File: src/rtl/bin_capture_fifo_pkg.sv
// Shared types and constants for the bin capture FIFO: FSM state encoding and
// output word layout.
package bin_capture_fifo_pkg;

  typedef enum logic [1:0] {
    ST_IDLE = 2'd0,
    ST_ARM  = 2'd1,
    ST_RUN  = 2'd2,
    ST_DONE = 2'd3
  } state_e;

  localparam int DOUT_W = 16;
  localparam int TAG_W  = 8;
  localparam int CNT8_W = 8;

endpackage

File: src/rtl/bin_capture_fifo_if.sv
// Control, counter and drain-side signals of bin_capture_fifo. The slave modport
// is the capture block; the master modport is whoever drives it.
interface bin_capture_fifo_if
  import bin_capture_fifo_pkg::*;
#(
  parameter int CNT_W   = 8,
  parameter int FIFO_AW = 4
);

  logic               start;
  logic               abort;
  logic [CNT_W-1:0]   count_in;
  logic               count_clr;
  logic               bin_end;
  logic               busy;
  logic [DOUT_W-1:0]  dout;
  logic               dout_valid;
  logic               dout_ready;
  logic [FIFO_AW:0]   fifo_level;
  logic               overflow;

  modport master (
    output start, abort, count_in, dout_ready,
    input  count_clr, bin_end, busy, dout, dout_valid, fifo_level, overflow
  );

  modport slave (
    input  start, abort, count_in, dout_ready,
    output count_clr, bin_end, busy, dout, dout_valid, fifo_level, overflow
  );

endinterface

File: src/rtl/sync_fifo_fwft.sv
// Synchronous first-word-fall-through FIFO, depth 2**AW. A push into a full
// FIFO is accepted only when a pop happens in the same cycle.
module sync_fifo_fwft #(
  parameter int W  = 8,
  parameter int AW = 4
) (
  input  logic          clk,
  input  logic          reset,
  input  logic          push_i,
  input  logic          pop_i,
  input  logic [W-1:0]  wdata_i,
  output logic [W-1:0]  rdata_o,
  output logic          full_o,
  output logic          empty_o,
  output logic [AW:0]   level_o
);

  localparam int DEPTH = 1 << AW;

  logic [W-1:0]  mem_q [DEPTH];
  logic [AW-1:0] wr_ptr_q;
  logic [AW-1:0] rd_ptr_q;
  logic [AW:0]   level_q;
  logic          do_push;
  logic          do_pop;

  assign full_o  = (level_q == (AW+1)'(DEPTH));
  assign empty_o = (level_q == '0);
  assign do_pop  = pop_i && !empty_o;
  assign do_push = push_i && (!full_o || do_pop);

  // NOTE: the storage array has no reset; only pointers and level carry state
  // that matters after reset, and leaving the array alone keeps it a plain RAM.
  always_ff @(posedge clk) begin
    if (do_push) mem_q[wr_ptr_q] <= wdata_i;
  end

  always_ff @(posedge clk or posedge reset) begin
    if (reset) begin
      wr_ptr_q <= '0;
      rd_ptr_q <= '0;
      level_q  <= '0;
    end else begin
      if (do_push) wr_ptr_q <= wr_ptr_q + 1'b1;
      if (do_pop)  rd_ptr_q <= rd_ptr_q + 1'b1;
      case ({do_push, do_pop})
        2'b10:   level_q <= level_q + 1'b1;
        2'b01:   level_q <= level_q - 1'b1;
        default: level_q <= level_q;
      endcase
    end
  end

  assign rdata_o = mem_q[rd_ptr_q];
  assign level_o = level_q;

endmodule

File: src/rtl/bin_capture_fifo.sv
// Time-bin generator and count capture FIFO behind the PMT photon counter.
// Define BIN_TAG_EN to store bin_idx[7:0] with each count in dout[15:8].
module bin_capture_fifo
  import bin_capture_fifo_pkg::*;
#(
  parameter int BIN_CYCLES = 250000,
  parameter int NUM_BINS   = 200,
  parameter int CNT_W      = 8,
  parameter int FIFO_AW    = 4
) (
  input  logic              clk,
  input  logic              reset,
  bin_capture_fifo_if.slave bus
);

  localparam int               TMR_W    = $clog2(BIN_CYCLES);
  localparam logic [TMR_W-1:0] TMR_LAST = TMR_W'(BIN_CYCLES - 1);
  localparam logic [15:0]      LAST_BIN = 16'(NUM_BINS - 1);
`ifdef BIN_TAG_EN
  localparam int FIFO_W = TAG_W + CNT8_W;
`else
  localparam int FIFO_W = CNT8_W;
`endif

  state_e             state_q;
  logic [TMR_W-1:0]   timer_q;
  logic [15:0]        bin_idx_q;
  logic               overflow_q;

  logic [CNT_W-1:0]   count_raw;
  logic [CNT8_W-1:0]  count8;
  logic [FIFO_W-1:0]  wdata;
  logic [FIFO_W-1:0]  rdata;
  logic               capture;
  logic               last_bin;
  logic               pop;
  logic               full;
  logic               empty;
  logic               drop;
  logic [FIFO_AW:0]   level;

  assign count_raw = bus.count_in;
  assign count8    = CNT8_W'(count_raw);

  // abort wins over a coincident bin boundary: no strobe, no clear, no push
  assign capture  = (state_q == ST_RUN) && (timer_q == TMR_LAST) && !bus.abort;
  assign last_bin = (NUM_BINS != 0) && (bin_idx_q == LAST_BIN);
  assign pop      = !empty && bus.dout_ready;
  assign drop     = capture && full && !pop;

`ifdef BIN_TAG_EN
  assign wdata    = {bin_idx_q[TAG_W-1:0], count8};
  assign bus.dout = empty ? '0 : rdata;
`else
  assign wdata    = count8;
  assign bus.dout = empty ? '0 : {{(DOUT_W-FIFO_W){1'b0}}, rdata};
`endif

  always_ff @(posedge clk or posedge reset) begin
    if (reset) begin
      state_q    <= ST_IDLE;
      timer_q    <= '0;
      bin_idx_q  <= '0;
      overflow_q <= 1'b0;
    end else begin
      case (state_q)
        ST_IDLE: begin
          timer_q <= '0;
          if (bus.start) state_q <= ST_ARM;
        end
        ST_ARM: begin
          timer_q    <= '0;
          bin_idx_q  <= '0;
          overflow_q <= 1'b0;
          state_q    <= bus.abort ? ST_IDLE : ST_RUN;
        end
        ST_RUN: begin
          if (bus.abort) begin
            state_q <= ST_IDLE;
          end else if (capture) begin
            timer_q   <= '0;
            bin_idx_q <= bin_idx_q + 16'd1;
            if (drop)     overflow_q <= 1'b1;
            if (last_bin) state_q    <= ST_DONE;
          end else begin
            timer_q <= timer_q + 1'b1;
          end
        end
        ST_DONE: state_q <= ST_IDLE;
        default: state_q <= ST_IDLE;
      endcase
    end
  end

  sync_fifo_fwft #(
    .W  (FIFO_W),
    .AW (FIFO_AW)
  ) u_fifo (
    .clk     (clk),
    .reset   (reset),
    .push_i  (capture),
    .pop_i   (pop),
    .wdata_i (wdata),
    .rdata_o (rdata),
    .full_o  (full),
    .empty_o (empty),
    .level_o (level)
  );

  assign bus.count_clr  = (state_q == ST_ARM) || capture;
  assign bus.bin_end    = capture;
  assign bus.busy       = (state_q == ST_ARM) || (state_q == ST_RUN);
  assign bus.dout_valid = !empty;
  assign bus.fifo_level = level;
  assign bus.overflow   = overflow_q;

endmodule

File: src/flat_wrapper.sv
// flat-port wrapper written by rule: the top's interface ports become plain ports
module bin_capture_fifo_flat import bin_capture_fifo_pkg::*;
#(
  parameter int BIN_CYCLES = 250000,
  parameter int NUM_BINS   = 200,
  parameter int CNT_W      = 8,
  parameter int FIFO_AW    = 4
)
  (clk, reset, bus_start, bus_abort, bus_count_in, bus_dout_ready, bus_count_clr, bus_bin_end, bus_busy, bus_dout, bus_dout_valid, bus_fifo_level, bus_overflow);
  bin_capture_fifo_if #(.CNT_W(CNT_W), .FIFO_AW(FIFO_AW)) bus_i ();
  input  logic clk;
  input  logic reset;
  input wire logic [$bits(bus_i.start)-1:0] bus_start;
  input wire logic [$bits(bus_i.abort)-1:0] bus_abort;
  input wire logic [$bits(bus_i.count_in)-1:0] bus_count_in;
  input wire logic [$bits(bus_i.dout_ready)-1:0] bus_dout_ready;
  output wire logic [$bits(bus_i.count_clr)-1:0] bus_count_clr;
  output wire logic [$bits(bus_i.bin_end)-1:0] bus_bin_end;
  output wire logic [$bits(bus_i.busy)-1:0] bus_busy;
  output wire logic [$bits(bus_i.dout)-1:0] bus_dout;
  output wire logic [$bits(bus_i.dout_valid)-1:0] bus_dout_valid;
  output wire logic [$bits(bus_i.fifo_level)-1:0] bus_fifo_level;
  output wire logic [$bits(bus_i.overflow)-1:0] bus_overflow;
  assign bus_i.start = bus_start;
  assign bus_i.abort = bus_abort;
  assign bus_i.count_in = bus_count_in;
  assign bus_i.dout_ready = bus_dout_ready;
  assign bus_count_clr = bus_i.count_clr;
  assign bus_bin_end = bus_i.bin_end;
  assign bus_busy = bus_i.busy;
  assign bus_dout = bus_i.dout;
  assign bus_dout_valid = bus_i.dout_valid;
  assign bus_fifo_level = bus_i.fifo_level;
  assign bus_overflow = bus_i.overflow;
  bin_capture_fifo #(.BIN_CYCLES(BIN_CYCLES), .NUM_BINS(NUM_BINS), .CNT_W(CNT_W), .FIFO_AW(FIFO_AW)) u_core (.clk(clk), .reset(reset), .bus(bus_i));
endmodule
File: config.mk
export PLATFORM = sky130hd
export DESIGN_NAME = bin_capture_fifo_flat
export DESIGN_NICKNAME = d
export VERILOG_FILES = /design/src/rtl/bin_capture_fifo_pkg.sv /design/src/rtl/bin_capture_fifo_if.sv /design/src/rtl/sync_fifo_fwft.sv /design/src/rtl/bin_capture_fifo.sv /design/src/flat_wrapper.sv
export SDC_FILE = /design/constraint.sdc
export NUM_CORES = 1
export LEC_CHECK = 0
export CAP_MARGIN = 15
export CORE_MARGIN = 8
export CORE_UTILIZATION = 40
export CTS_CLUSTER_DIAMETER = 60
export DETAILED_ROUTE_END_ITERATION = 8
export GPL_ROUTABILITY_DRIVEN = 1
export MAX_ROUTING_LAYER = met4
export PLACE_DENSITY = 0.64
export SLEW_MARGIN = 20
export SYNTH_ARGS = -nofsm -noshare
export SYNTH_HDL_FRONTEND = slang
export SYNTH_HIERARCHICAL = 1
export SYNTH_SLANG_ARGS = --single-unit
File: constraint.sdc
create_clock -name clk -period 3.95 [get_ports clk]
set_clock_uncertainty 0.1 [all_clocks]
set_input_delay 0.79 -clock clk [delete_from_list [all_inputs] [get_ports clk]]
set_output_delay 0.79 -clock clk [all_outputs]
set_load 0.05 [all_outputs]
==> results list <==
- The run finished with clean final reports.
- Combinational power share: between 30% and 40%
- Setup repair after global routing left no endpoint under its margin.
- Dividing total power by cell area gives a power density of 646.2 nW/µm².
* FF+latch count, synth: 178
- Post-detail-place hpwl: 10760 µm
- Horizontal die dimension: 157.8 µm
* Max-slew violation count: 0
- Measured along the y axis, the die boundary spans about 160 µm.
- Proportion of layout cells with a drive suffix above 1: between 10 and 15%
- Clock Latency Late Sink: 0.43 ns
- Count of clock tree sinks: 178
- Synthesis produced a netlist whose cell count is 552.
- Routed length per instance: 18.61 µm
- Counting distinct cell types in the post-synthesis netlist gives 62.
- In the finished design, the share of the clock period the worst path needs comes to 95.60%.
- After floorplanning, the core was sized to cover 19970 µm².
* Violation count after the first detailed-route iteration: approximately 340
- H-tree levels: 4
- Of all nets on the critical path, the largest fanout is 32.
- Registers are responsible for between 30% and 40% of the overall power.
- Most instantiated flip-flop cell in the synthesis netlist: sky130_fd_sc_hd__edfxtp_1
- Buffers inserted during clock tree synthesis total 17.
* Fin Setup TNS: 0 ns
- Via-to-Cell Ratio: 5.431
- Internal Dissipation: ~3.8 mW
* Gpl congestion: 0.8266
- Synth top area cells: sky130_fd_sc_hd__edfxtp_1, sky130_fd_sc_hd__dfrtp_1, sky130_fd_sc_hd__mux4_2
- Sequential elements use 63.37% of the synthesized area.
* Area growth from synthesis to final layout: 15.02%
- Category of the worst setup path capture point: output pin
- The initial antenna violation count is 0.
* Final Worst Setup Slack: 0.1738 ns
- Summed over all nets, the switching power comes to 2.140 mW.
- TritonCTS built the clock tree.
- Drt pass-1 iters: 5
- Clock Pin Slew Worst Setup and Hold Paths: about 0.07 ns
- After layout, the minimum clock period comes to 3.776 ns.
* Pin count of the biggest net entering global routing: 33
- The library cell used most frequently in the layout, excluding fill and tap cells, is sky130_fd_sc_hd__edfxtp_1.
- Detail Route Antenna Nets: 0
- The tightest min-delay check is of the flip-flop to flip-flop type.
* Critical path start-end classification: flip-flop to output pin
- Counting the fill cells in the layout gives 1759.
- Max-cap violations: 0
* Setup Fix Bufs, Post-CTS: 0
- The cell sitting at the root of the clock tree is a sky130_fd_sc_hd__clkbuf_16.
- The synthesized design devotes to its leading area cell type 47.81% of total area.
* Slew at the pin with the worst max-slew slack: 0.9991 ns
- Count of endpoints failing setup in the final report: 0
- Number of placement rows: 52
* Post-route DRC violation count: 0
- Hold repair after CTS inserted 0 buffers.
- Post-synthesis instance area: 8040 µm²
- The analysis attributes to cell leakage a power of 3.273 nW.
- Max-slew headroom at the worst pin: between 30% and 40%
- After the last flow step, the layout net total stands at 616.
- Antenna Diode Count: 0
- Detailed Route WL: 16210 µm
- Port Buf Inserts: 30
- Count of yosys warnings during synthesis: 6
* Worst slack, placed: 0.4217 ns
- The first global-routing pass estimated around 26000 µm of wire.
- Summing internal, switching and leakage power gives 5.976 mW.
- Dominant cell type by area after synthesis: sky130_fd_sc_hd__edfxtp_1
- Commonest cells after routing, fill and taps aside: sky130_fd_sc_hd__edfxtp_1, sky130_fd_sc_hd__dfrtp_1, sky130_fd_sc_hd__nand2_1
- After synthesis, the mean cell area works out to ~15 µm².
- Timing would allow up to ~0.26 GHz.
- The number of failing hold endpoints at the final stage is 0.
- All-Layer GR Usage: between 10% and 20%
- Number of flops mapped to enable cells by yosys: 128
- For the worst setup path, the data required time is ~3.1 ns.
- Switching portion of total power: 35.81%
- Layout Utilization: 46.30%
- Number of global-route vias before repair: between 4k and 5k
- Via Count: approximately 4.7k
- Clock network fraction of total power: 27.5%
- Summed over all layers, the global routing overflow is 0.
* Worst IR Drop VDD: roughly 0.0005 V
- Number of cells upsized or downsized after cts: 0
* Maximum root-to-sink buffer count: 2
- Async set-reset flop share out of synthesis: between 20% and 30%
- Critical Path AT: 2.89 ns
* Number of ports placed on the die boundary: 39
- Die area: 24890 µm²
* Starting Density: a little over 40%
* Crit path launch type: flip-flop
-- power groups by stage --
stage	Sequential [mW]	Combinational (mW)	Clock [mW]
floorplan	2.26	1.50	0
global placement	2.21	2.15	0
detailed placement	2.21	2.18	0
CTS	2.17	2.19	1.68
global route	2.18	2.32	1.76
finish	2.17	2.16	1.64
-- layout make-up --
cell class	instances	area, µm²	area share [%]
clock inverter	13	150.1	1.624
tap	270	337.8	3.653
timing repair buffer	39	415.4	4.492
sequential	178	5096	55.11
clock buffer	19	432.9	4.681
multi-input combinational	338	2763	29.87
inverter	14	52.55	0.5683
-- through the flow --
| step | area, µm² | hold slack [ns] | cells |
|---|---|---|---|
| after floorplan | 8066 | 0.3804 | 559 |
| after global placement | 8662 | 0.3859 | 839 |
| after detailed placement | 8662 | 0.3978 | 839 |
| after CTS | 9245 | 0.4185 | 871 |
| after global routing | 9248 | 0.4410 | 871 |
| final | 9248 | 0.4113 | 871 |
-- per-layer routing --
metal  GRT usage, %  vias to the layer above  part of all wire (%)
li1               -                     2165                     -
met1          18.33                     2443                    45
met2          22.28                      111                    49
met3          3.604                       11                   5.0
met4          3.626                        0                  0.67
met5              -                        -                     0
-- registers in the layout, summed over array words and instances (netlist names) --
name,flops
u_core/bin_idx_q,16
u_core/bus.overflow,1
u_core/state_q,2
u_core/timer_q,18
u_core/u_fifo/level_o,5
u_core/u_fifo/mem_q,128
u_core/u_fifo/rd_ptr_q,4
u_core/u_fifo/wr_ptr_q,4
-- cells in the mapped netlist (9+ instances only) --
| master | count |
|---|---|
| sky130_fd_sc_hd__edfxtp_1 | 128 |
| sky130_fd_sc_hd__dfrtp_1 | 50 |
| sky130_fd_sc_hd__nand2_1 | 36 |
| sky130_fd_sc_hd__mux4_2 | 32 |
| sky130_fd_sc_hd__nor2_1 | 29 |
| sky130_fd_sc_hd__a22oi_1 | 19 |
| sky130_fd_sc_hd__nand3_1 | 18 |
| sky130_fd_sc_hd__xnor2_1 | 18 |
| sky130_fd_sc_hd__and2_1 | 17 |
| sky130_fd_sc_hd__nor2b_1 | 17 |
| sky130_fd_sc_hd__ha_1 | 14 |
| sky130_fd_sc_hd__inv_1 | 14 |
| sky130_fd_sc_hd__o21ai_0 | 13 |
| sky130_fd_sc_hd__and3_1 | 12 |
| sky130_fd_sc_hd__a21oi_1 | 10 |
| sky130_fd_sc_hd__buf_4 | 10 |
| sky130_fd_sc_hd__clkbuf_1 | 9 |
| sky130_fd_sc_hd__xor2_1 | 9 |
-- critical path: stages, from the launching register on --
cell and delay [ns]:
sky130_fd_sc_hd__dfrtp_2 0.41, sky130_fd_sc_hd__buf_12 0.28, sky130_fd_sc_hd__mux4_2 0.54, sky130_fd_sc_hd__a22oi_1 0.28, sky130_fd_sc_hd__nand2_1 0.08, sky130_fd_sc_hd__nor2b_1 0.14, sky130_fd_sc_hd__clkdlybuf4s50_1 0.72
-- final timing paths --
path | start | to | slack, ns | depth (start not counted)
min in group asynchronous | reset | u_core/u_fifo/wr_ptr_q[1] | 0.67 | 2
max in group asynchronous | reset | u_core/bin_idx_q[10] | 2.36 | 3
worst max register to register | u_core/u_fifo/level_o[0] | u_core/u_fifo/level_o[4] | 0.49 | 12
worst min-delay path | u_core/bus.overflow | u_core/bus.overflow | 0.41 | 2
worst max-delay path | u_core/u_fifo/rd_ptr_q[0] | bus_dout[2] | 0.17 | 6
worst min register to register | u_core/bus.overflow | u_core/bus.overflow | 0.41 | 2
-- cells by family (layout without fill, tap and decap cells) --
kind of cell | count (synthesis) | after routing | synth area share (%)
buffers and inverters | 43 | 85 | 2.599
multiplexers | 38 | 38 | 9.742
adder cells (fa/ha/maj) | 15 | 15 | 2.428
AND/OR/NAND/NOR | 181 | 181 | 12.87
AO/OA/AOI/OAI | 69 | 69 | 6.007
other | 1 | 8 | 0.04664
flip-flops | 178 | 178 | 63.37
XOR/XNOR | 27 | 27 | 2.941
(Power assumes the default switching activity.)
